===== config.mk =====
export PLATFORM = sky130hd
export DESIGN_NAME = bars_timing_sequencer
export DESIGN_NICKNAME = d
export VERILOG_FILES = /design/src/rtl/bars_timing_sequencer.sv
export SDC_FILE = /design/constraint.sdc
export NUM_CORES = 1
export LEC_CHECK = 0
export CORE_MARGIN = 5
export CORE_UTILIZATION = 45
export CTS_BUF_LIST = sky130_fd_sc_hd__clkbuf_16
export DETAILED_ROUTE_END_ITERATION = 8
export GPL_TIMING_DRIVEN = 0
export PLACE_DENSITY_LB_ADDON = 0.3
export SYNTH_ARGS = -nofsm -noshare
export SYNTH_HDL_FRONTEND = slang
export SYNTH_SLANG_ARGS = --single-unit
export TNS_END_PERCENT = 50

===== constraint.sdc =====
create_clock -name clk -period 2.4 [get_ports clk]
set_input_delay 0.48 -clock clk [delete_from_list [all_inputs] [get_ports clk]]
set_output_delay 0.48 -clock clk [all_outputs]
set_load 0.01 [all_outputs]

===== src/rtl/bars_timing_sequencer.sv =====
// -----------------------------------------------------------------------------
// bars_timing_sequencer
//
// Scanline/pixel timing and presentation-mode sequencer for the EBU colour-bar
// generator. A horizontal/vertical counter pair is decoded into registered
// strobes that give the generator exactly 256 evenly spaced pixels on each of
// 256 visible lines. A frame-rate scheduler steps the bar presentation mode.
//
// Ports:
//   clk            in   system clock (single domain)
//   rst_n          in   asynchronous active-low reset
//   freeze         in   level; holds the frame counter, blocks auto-advance
//   mode_next      in   one-clock request to advance mode at next frame start
//   newline        out  one-clock pulse at the start of every line
//   newpixel       out  one-clock pulse at the end of each active pixel
//   visible_window out  high across the 256-pixel span of visible lines
//   video_y        out  per-line mode word, loaded at line start
//   frame_start    out  one-clock pulse coincident with newline of line 0
//   mode           out  current presentation mode
// -----------------------------------------------------------------------------
module bars_timing_sequencer #(
    parameter int LINE_CLKS          = 3072,
    parameter int ACTIVE_START       = 560,
    parameter int PIXEL_DIV          = 9,
    parameter int LINES_PER_FRAME    = 312,
    parameter int FIRST_VISIBLE_LINE = 23,
    parameter int FRAMES_PER_MODE    = 50
) (
    input  logic       clk,
    input  logic       rst_n,
    input  logic       freeze,
    input  logic       mode_next,
    output logic       newline,
    output logic       newpixel,
    output logic       visible_window,
    output logic [7:0] video_y,
    output logic       frame_start,
    output logic [1:0] mode
);

    localparam int PW = $clog2(PIXEL_DIV);

    localparam logic [11:0]   H_LAST      = 12'(LINE_CLKS - 1);
    localparam logic [11:0]   H_WIN_FIRST = 12'(ACTIVE_START);
    localparam logic [11:0]   H_WIN_LAST  = 12'(ACTIVE_START + 256 * PIXEL_DIV - 1);
    localparam logic [9:0]    V_LAST      = 10'(LINES_PER_FRAME - 1);
    localparam logic [9:0]    V_FIRST     = 10'(FIRST_VISIBLE_LINE);
    localparam logic [9:0]    V_END       = 10'(FIRST_VISIBLE_LINE + 256);
    localparam logic [PW-1:0] PH_LAST     = PW'(PIXEL_DIV - 1);
    localparam logic [7:0]    FCNT_LAST   = 8'(FRAMES_PER_MODE - 1);

    // Elaboration-time parameter legality.
    if (ACTIVE_START + 256 * PIXEL_DIV > LINE_CLKS) begin : g_bad_hwin
        $error("active span does not fit in LINE_CLKS");
    end
    if (FIRST_VISIBLE_LINE + 256 > LINES_PER_FRAME) begin : g_bad_vwin
        $error("visible lines do not fit in LINES_PER_FRAME");
    end
    if (PIXEL_DIV < 2) begin : g_bad_div
        $error("PIXEL_DIV must be at least 2");
    end
    if (LINE_CLKS > 4096 || LINES_PER_FRAME > 1024) begin : g_bad_cnt
        $error("counter widths too small for LINE_CLKS/LINES_PER_FRAME");
    end
    if (FRAMES_PER_MODE < 1 || FRAMES_PER_MODE > 255) begin : g_bad_fpm
        $error("FRAMES_PER_MODE must be in 1..255");
    end

    logic [11:0]   hcnt_q, hcnt_d;
    logic [9:0]    vcnt_q, vcnt_d;
    logic [PW-1:0] phase_q, phase_d;
    logic [7:0]    fcnt_q, fcnt_d;
    logic          pending_q, pending_d;
    logic [1:0]    mode_q, mode_d;
    logic [7:0]    video_y_q, video_y_d;
    logic          newline_q, newline_d;
    logic          newpixel_q, newpixel_d;
    logic          window_q, window_d;
    logic          frame_start_q, frame_start_d;

    logic       line_start;
    logic       frame_bound;
    logic       vis_line;
    logic       in_win;
    logic [7:0] v_idx;

    // Counters. The pixel phase realigns to zero on the first active clock of
    // every line, so no divide/modulo of hcnt is needed.
    // NOTE: every signal assigned in always_comb gets a default first so no
    // path can leave it unassigned and infer a latch.
    always_comb begin
        hcnt_d  = (hcnt_q == H_LAST) ? 12'd0 : hcnt_q + 12'd1;
        vcnt_d  = vcnt_q;
        if (hcnt_q == H_LAST) begin
            vcnt_d = (vcnt_q == V_LAST) ? 10'd0 : vcnt_q + 10'd1;
        end
        if (hcnt_d == H_WIN_FIRST || phase_q == PH_LAST) begin
            phase_d = '0;
        end else begin
            phase_d = phase_q + 1'b1;
        end
    end

    // Mode scheduler. Auto-advance and a pending request on the same boundary
    // share one increment. A request on the boundary clock itself is kept for
    // the following boundary.
    always_comb begin
        line_start  = (hcnt_q == 12'd0);
        frame_bound = line_start && (vcnt_q == 10'd0);
        fcnt_d      = fcnt_q;
        mode_d      = mode_q;
        pending_d   = pending_q | mode_next;
        if (frame_bound) begin
            pending_d = mode_next;
            if (pending_q || (fcnt_q == FCNT_LAST && !freeze)) begin
                mode_d = mode_q + 2'd1;
                fcnt_d = 8'd0;
            end else if (!freeze) begin
                fcnt_d = fcnt_q + 8'd1;
            end
        end
    end

    // Output decode from the current counter state; registered below.
    always_comb begin
        vis_line      = (vcnt_q >= V_FIRST) && (vcnt_q < V_END);
        v_idx         = 8'(vcnt_q - V_FIRST);
        in_win        = vis_line && (hcnt_q >= H_WIN_FIRST) && (hcnt_q <= H_WIN_LAST);
        newline_d     = line_start;
        frame_start_d = frame_bound;
        window_d      = in_win;
        newpixel_d    = in_win && (phase_q == PH_LAST);
        video_y_d     = video_y_q;
        if (line_start) begin
            if (!vis_line) begin
                video_y_d = 8'd0;
            end else begin
                // mode_d so that line 0 already carries the new frame's mode.
                unique case (mode_d)
                    2'd0:    video_y_d = v_idx;
                    2'd1:    video_y_d = {2'b01, v_idx[5:0]};
                    2'd2:    video_y_d = {2'b00, v_idx[5:0]};
                    default: video_y_d = {2'b11, v_idx[5:0]};
                endcase
            end
        end
    end

    // NOTE: sequential state uses non-blocking assignments so every flop
    // samples the pre-edge values, independent of statement order.
    always_ff @(posedge clk or negedge rst_n) begin
        if (!rst_n) begin
            hcnt_q        <= '0;
            vcnt_q        <= '0;
            phase_q       <= '0;
            fcnt_q        <= '0;
            pending_q     <= 1'b0;
            mode_q        <= '0;
            video_y_q     <= '0;
            newline_q     <= 1'b0;
            newpixel_q    <= 1'b0;
            window_q      <= 1'b0;
            frame_start_q <= 1'b0;
        end else begin
            hcnt_q        <= hcnt_d;
            vcnt_q        <= vcnt_d;
            phase_q       <= phase_d;
            fcnt_q        <= fcnt_d;
            pending_q     <= pending_d;
            mode_q        <= mode_d;
            video_y_q     <= video_y_d;
            newline_q     <= newline_d;
            newpixel_q    <= newpixel_d;
            window_q      <= window_d;
            frame_start_q <= frame_start_d;
        end
    end

    assign newline        = newline_q;
    assign newpixel       = newpixel_q;
    assign visible_window = window_q;
    assign video_y        = video_y_q;
    assign frame_start    = frame_start_q;
    assign mode           = mode_q;

endmodule


==> results.json, run 1 <==
{
  "ctsHoldBuffers": 0,
  "p_leak_nw": 1.330,
  "synth_edf_count": 0,
  "die_h_um": 88.14,
  "hp-class": "in -> async",
  "path_class": "reg -> reg",
  "timing.final.crit_share_pct": 93.63,
  "cts_root_buffer": "clkbuf_16",
  "ff2ff_setup_slack_ps": 150,
  "max-slew-margin-rel_pct": 58.34,
  "fillers": 549,
  "syn-num-nets": 306,
  "diodes": 0,
  "initial_core_util_pct": 46.41,
  "fin_nets": 330,
  "drv_slew": 0,
  "power.density_nw_per_um2": 501.5,
  "period_needed_ps": 2247,
  "rows": 28,
  "rsz0062_at_grt": "false",
  "clockPowerShare_pct": 44.8,
  "irDropWorstVdd_uv": 413.9,
  "required_ps": 2540,
  "synth_compound_area_share_pct": 13.34,
  "synth-warning-count": 0,
  "placed_area_um2": 3027,
  "clk_pin_slew_worst_paths_ps": 70,
  "setup_viol": 0,
  "p_int_mw": 1.240,
  "grt_pass1_vias": 2082,
  "synthSimpleGateAreaFrac_pct": 25.18,
  "clock.fmax_mhz": 445.0,
  "p_switching_mw": 0.3519,
  "coreArea_um2": 5921,
  "fin_skew_ps": 9.628,
  "reg2reg_depth": 8,
  "synth-xor-area-share_pct": 6.375,
  "syn-cell-area_um2": 2748,
  "mostFrequentLayoutCells": "dfrtp_1, nand2_1, o21ai_0, nor2_1, clkdlybuf4s50_1",
  "area_delta_synth_final_pct": 15.53,
  "drive_gt1_share_pct": 7.837,
  "io_pins": 18,
  "ys_seq_elements": 49,
  "avgViaCountPerCell": 5.617,
  "sequentialPowerShare_pct": 52.7,
  "place_hpwl_mm": 4.067,
  "crit_chain": "ha_1 > clkbuf_1 > and3_1 > and4_1 > clkbuf_1 > a21oi_1 > o21ai_0 > o21ai_0",
  "rr_startpoint": "vcnt_q[0]",
  "r2r_end": "vcnt_q[6]",
  "outcome": "finished clean",
  "wl_mm": 5.530,
  "report.final.hold_viol_count": 0,
  "tritoncts": "yes",
  "grt_pass1_wl_mm": 9.660,
  "sw_frac_of_total_pct": 22.11,
  "combinationalPowerShare_pct": 2.5,
  "avgSynthCellArea_um2": 9.346,
  "cts_made_buffers": 5,
  "clock-sinks": 49,
  "drc": 0,
  "firstDrtPassIters": 4,
  "critPathSlowestCell": "dfrtp_1",
  "worst_pin_slew_ps": 621.5,
  "grt_start_max_net_pins": 33,
  "yosysUniqueCellTypes": 52,
  "synth-seq-area-share_pct": 44.63,
  "track_usage_pct": 15.52,
  "stdcell_area_um2": 3174,
  "end_kind": "flip-flop",
  "globalRouteOverflowTotal": 0,
  "critPathTopFamily": "buffers and inverters",
  "final_antenna_net_count": 0,
  "clock_latency_ps": 290,
  "cpPeakStageDelay_ps": 500,
  "synth_top_family_by_area": "simple AND/OR/NAND/NOR gates",
  "synthArstFlopShare_pct": 100.0,
  "synth_fa_ha_area_share_pct": 3.643,
  "final_common_cell": "dfrtp_1",
  "dieArea_um2": 7769,
  "netlist_instances": 294,
  "fin_util_pct": 53.61,
  "routabilityCongestion": 0.8560,
  "die_x_um": 88.14,
  "cts_buffer_depth": 2,
  "worst_ep_arrival_time_ps": 2390,
  "synthMuxAreaShare_pct": 1.594,
  "start_kind": "flip-flop",
  "path_buf_inv": 2,
  "max_cap_viol_count": 0,
  "wl_per_cell_um": 14.04,
  "vias": 2213,
  "synth.top_cell.area_share_pct": 44.63,
  "synth-main-ff-cell": "dfrtp_1",
  "yosys.area.top_type": "dfrtp_1",
  "numPortBuffers": 17,
  "h-tree-depth": 2,
  "tns_ps": 0,
  "drtIter0Drc": 78,
  "ys_top_cells_by_area": "dfrtp_1, xnor2_1, nand2_1",
  "critPathMaxFanout": 8,
  "antenna_found_initial": 0
}
[per-layer routing]
| metal | up-vias | wire, µm | track usage (%) |
|---|---|---|---|
| met1 | 1075 | 2723 | 22.06 |
| met4 | 0 | 70 | 4.533 |
| met5 | - | 0 | 0 |
| met3 | 6 | 218 | 2.540 |
| met2 | 42 | 2519 | 24.52 |
| li1 | 1090 | - | - |
[Yosys cell counts (all sizes together) (2+ instances only)]
library cell and count:
nor3 9, nand4b 4, mux2 3, and4 2, nand4 7, nand2 31, buf 6, ha 8
a221oi 3, nor4b 2, nor2 21, inv 15, nor4bb 2, a31oi 3, clkbuf 10, xor2 5
xnor2 15, nand3 10, o211ai 2, nor2b 7, or4b 2, o21ai 24, or3 5, a21oi 10
and3 8, o31ai 8, nand3b 3, nand2b 4, nor4 2, dfrtp 49
[cell type report]
type,count,area (µm²),share of cell area (%)
sequential,49,1226,38.63
multi-input combinational,214,1379,43.44
inverter,15,56.30,1.774
clock inverter,3,25.02,0.7883
timing repair buffer,18,185.2,5.834
buffer,15,83.83,2.641
clock buffer,5,125.1,3.942
tap,75,93.84,2.956
[cells by family after synthesis]
kind of cell	Yosys count
multiplexers	4
flip-flops	49
AO/OA/AOI/OAI	59
buffers and inverters	31
XOR/XNOR	20
AND/OR/NAND/NOR	123
adder cells (fa/ha/maj)	8
[registers in the layout (all words and copies together), names as in the netlist, 2 cells and up]
signal,count
video_y,8
vcnt_q,10
fcnt_q,8
mode,2
phase_q,4
hcnt_q,12
[worst max-delay path by stage]
stage	start	endpoint	slack (ps)	cells past startpoint
2_1_floorplan	hcnt_q[0]	fcnt_q[7]	370	8
3_3_place_gp	rst_n	fcnt_q[5]	-600	1
3_5_place_dp	freeze	fcnt_q[6]	-120	6
4_1_cts	vcnt_q[0]	video_y[7]	50	8
5_1_grt	vcnt_q[0]	vcnt_q[6]	20	8
6_report	vcnt_q[0]	vcnt_q[6]	150	8
[power by group through the flow]
stage	clock network (mW)	logic (mW)	registers, mW
global placement	0	0.0384	0.854
detailed placement	0	0.0422	0.854
global route	0.762	0.0472	0.840
CTS	0.733	0.0424	0.838
floorplan	0	0.0107	0.854
finish	0.714	0.0400	0.838
[timing repair]
action	CTS	global route
setup endpoints to repair	0	4
buffers inserted	0	0
resized for setup	0	1
[metrics by stage]
stage / hold slack, ps / power [mW] / setup WS, ps / std cells
CTS: 132.5 / 1.613 / 52.41 / 395
detailed placement: 442.7 / 0.8967 / -116.9 / 387
global route: 154.6 / 1.649 / 17.23 / 394
finish: 114.0 / 1.592 / 152.9 / 394
global placement: 465.5 / 0.8926 / -602.3 / 386
floorplan: 184.4 / 0.8644 / 370.4 / 294
Note: power is estimated with default switching activity, not from simulation.
==> run 2, diff against run 1 <==
--- a/config.mk
+++ b/config.mk
@@ -10,6 +10,7 @@
 export CTS_BUF_LIST = sky130_fd_sc_hd__clkbuf_16
 export DETAILED_ROUTE_END_ITERATION = 8
 export GPL_TIMING_DRIVEN = 0
+export HOLD_SLACK_MARGIN = 0.08
 export PLACE_DENSITY_LB_ADDON = 0.3
 export SYNTH_ARGS = -nofsm -noshare
 export SYNTH_HDL_FRONTEND = slang
==> results of run 2 <==
Final layout, timing and power as in run 1 (identical DEF).
==> run 3, diff against run 2 <==
--- a/config.mk
+++ b/config.mk
@@ -5,6 +5,8 @@
 export SDC_FILE = /design/constraint.sdc
 export NUM_CORES = 1
 export LEC_CHECK = 0
+export CAP_MARGIN = 20
+export CORE_ASPECT_RATIO = 0.7
 export CORE_MARGIN = 5
 export CORE_UTILIZATION = 45
 export CTS_BUF_LIST = sky130_fd_sc_hd__clkbuf_16
@@ -12,6 +14,7 @@
 export GPL_TIMING_DRIVEN = 0
 export HOLD_SLACK_MARGIN = 0.08
 export PLACE_DENSITY_LB_ADDON = 0.3
+export RECOVER_POWER = 25
 export SYNTH_ARGS = -nofsm -noshare
 export SYNTH_HDL_FRONTEND = slang
 export SYNTH_SLANG_ARGS = --single-unit
==> results.json, run 3 (synthesis gave the netlist of run 1 again) <==
{
  "critPathTopFamily": "simple AND/OR/NAND/NOR gates",
  "globalRouteOverflowTotal": 0,
  "die_x_um": 103.4,
  "placed_cells": 387,
  "power.density_nw_per_um2": 555.1,
  "firstDrtPassIters": 4,
  "drv_slew": 0,
  "max-slew-margin-rel_pct": 27.23,
  "mostFrequentLayoutCells": "dfrtp_1, nand2_1, o21ai_0, nor2_1, clkdlybuf4s50_1",
  "timing.final.crit_share_pct": 92.95,
  "cp_num_cells": 8,
  "drtIter0Drc": 113,
  "grt_start_max_net_pins": 31,
  "rsz0062_at_grt": "false",
  "top_layer": "met4",
  "reg2reg_depth": 8,
  "drc": 0,
  "avgViaCountPerCell": 5.668,
  "critPathMaxFanout": 10,
  "fin_cells": 394,
  "die_h_um": 75.38,
  "vias": 2233,
  "h-tree-depth": 2,
  "irDropWorstVdd_uv": 292.3,
  "finalPower_mw": 1.788,
  "start_kind": "flip-flop",
  "p_switching_mw": 0.3418,
  "p_leak_nw": 1.346,
  "final_common_cell": "dfrtp_1",
  "sequentialPowerShare_pct": 46.9,
  "outcome": "finished clean",
  "clock-sinks": 49,
  "crit_chain": "inv_1 > ha_1 > nor4b_4 > nand4_4 > a211o_1 > buf_6 > nor3_1 > mux2_2",
  "largest_register_ffs": 12,
  "setup_viol": 0,
  "end_kind": "flip-flop",
  "sw_frac_of_total_pct": 19.12,
  "path_class": "reg -> reg",
  "area_delta_synth_final_pct": 17.21,
  "wl_per_cell_um": 14.92,
  "top_regs": "hcnt_q (12), vcnt_q (10)",
  "max_cap_viol_count": 0,
  "clock_latency_ps": 290,
  "critPathSlowestCell": "dfrtp_1",
  "routabilityCongestion": 0.8358,
  "grt_pass1_vias": 2098,
  "wl_met3_um": 347,
  "dieArea_um2": 7793,
  "numPortBuffers": 17,
  "io_pins": 18,
  "rows": 23,
  "cts_made_buffers": 5,
  "tritoncts": "yes",
  "fin_util_pct": 55.40,
  "final_antenna_net_count": 0,
  "grt_pass1_wl_mm": 10.17,
  "wl_mm": 5.879,
  "cts_buffer_depth": 2,
  "cts_root_buffer": "clkbuf_16",
  "combinationalPowerShare_pct": 2.1,
  "diodes": 0,
  "tns_ps": 0,
  "clock.fmax_mhz": 448.3,
  "fin_nets": 330,
  "met1_length_mm": 2.996,
  "worst_ep_arrival_time_ps": 2400,
  "path_buf_inv": 2,
  "wl_met2_mm": 2.513,
  "antenna_found_initial": 0,
  "period_needed_ps": 2231,
  "place_hpwl_mm": 4.274,
  "clk_pin_slew_worst_paths_ps": 70,
  "fin_skew_ps": 6.746,
  "hp-class": "in -> async",
  "clockPowerShare_pct": 51.0,
  "drive_gt1_share_pct": 8.150,
  "track_usage_pct": 16.71,
  "initial_core_util_pct": 47.27,
  "report.final.hold_viol_count": 0,
  "cts_setup_buffers": 0,
  "cpPeakStageDelay_ps": 410,
  "p_int_mw": 1.446,
  "coreArea_um2": 5813,
  "worst_pin_slew_ps": 1092,
  "regMostFlops": "hcnt_q",
  "ctsHoldBuffers": 0,
  "required_ps": 2570,
  "fillers": 519
}
## run 3: cell types whose count changed in the layout (fill, tap and decap cells not counted)
cell,change
clkinv_4,-1
clkbuf_2,+1
bufinv_16,+2
clkinvlp_4,-1
buf_12,-1
nor3_4,+1
clkbuf_1,+1
a221oi_2,+2
a221oi_1,-2
buf_2,-1
nor3_2,-1
## run 3: final timing paths
check                           startpoint          to  slack [ps]
max in group asynchronous            rst_n     mode[1]         730
worst max register to register   hcnt_q[0]   fcnt_q[7]         170
worst min-delay path                 rst_n   hcnt_q[5]         370
worst min register to register  video_y[6]  video_y[6]         480
min in group clk                video_y[6]  video_y[6]         480
worst max-delay path             hcnt_q[0]   fcnt_q[7]         170
## run 3: power groups by stage
stage	Sequential [mW]	Clock, mW	Combinational, mW
after CTS	0.838	0.930	0.0426
final	0.839	0.912	0.0373
after global placement	0.854	0	0.0384
after floorplan	0.854	0	0.0107
after global routing	0.839	0.965	0.0441
after detailed placement	0.854	0	0.0426
## run 3: through the flow
stage | worst slack, ps | cell area [µm²] | hold WS, ps
floorplan | 370.4 | 2748 | 184.4
global placement | -590.6 | 3012 | 463.8
detailed placement | -176.4 | 3027 | 470.8
CTS | 103.6 | 3217 | 159.2
global route | 11.61 | 3221 | 475.5
finish | 169.2 | 3221 | 369.8
## run 3: timing repair
item,in CTS,in global routing
endpoints found under the hold margin,0,0
pin swaps,0,0
resized for setup,0,4
endpoints found under the setup margin,2,10
## run 3: metal layers
metal,vias up,track usage (%)
met4,0,4.167
met2,70,24.22
met3,2,3.660
met5,-,0
li1,1084,-
met1,1077,25.38
## run 3: final cells by class
cell class	instances	area, µm²	area share [%]
multi-input cells	214	1398	43.40
repair buffers	18	168.9	5.245
flip-flops and latches	49	1226	38.07
plain buffers	15	83.83	2.603
clock inverters	3	68.82	2.137
inverters	15	56.30	1.748
clock buffers	5	125.1	3.885
well taps	75	93.84	2.914
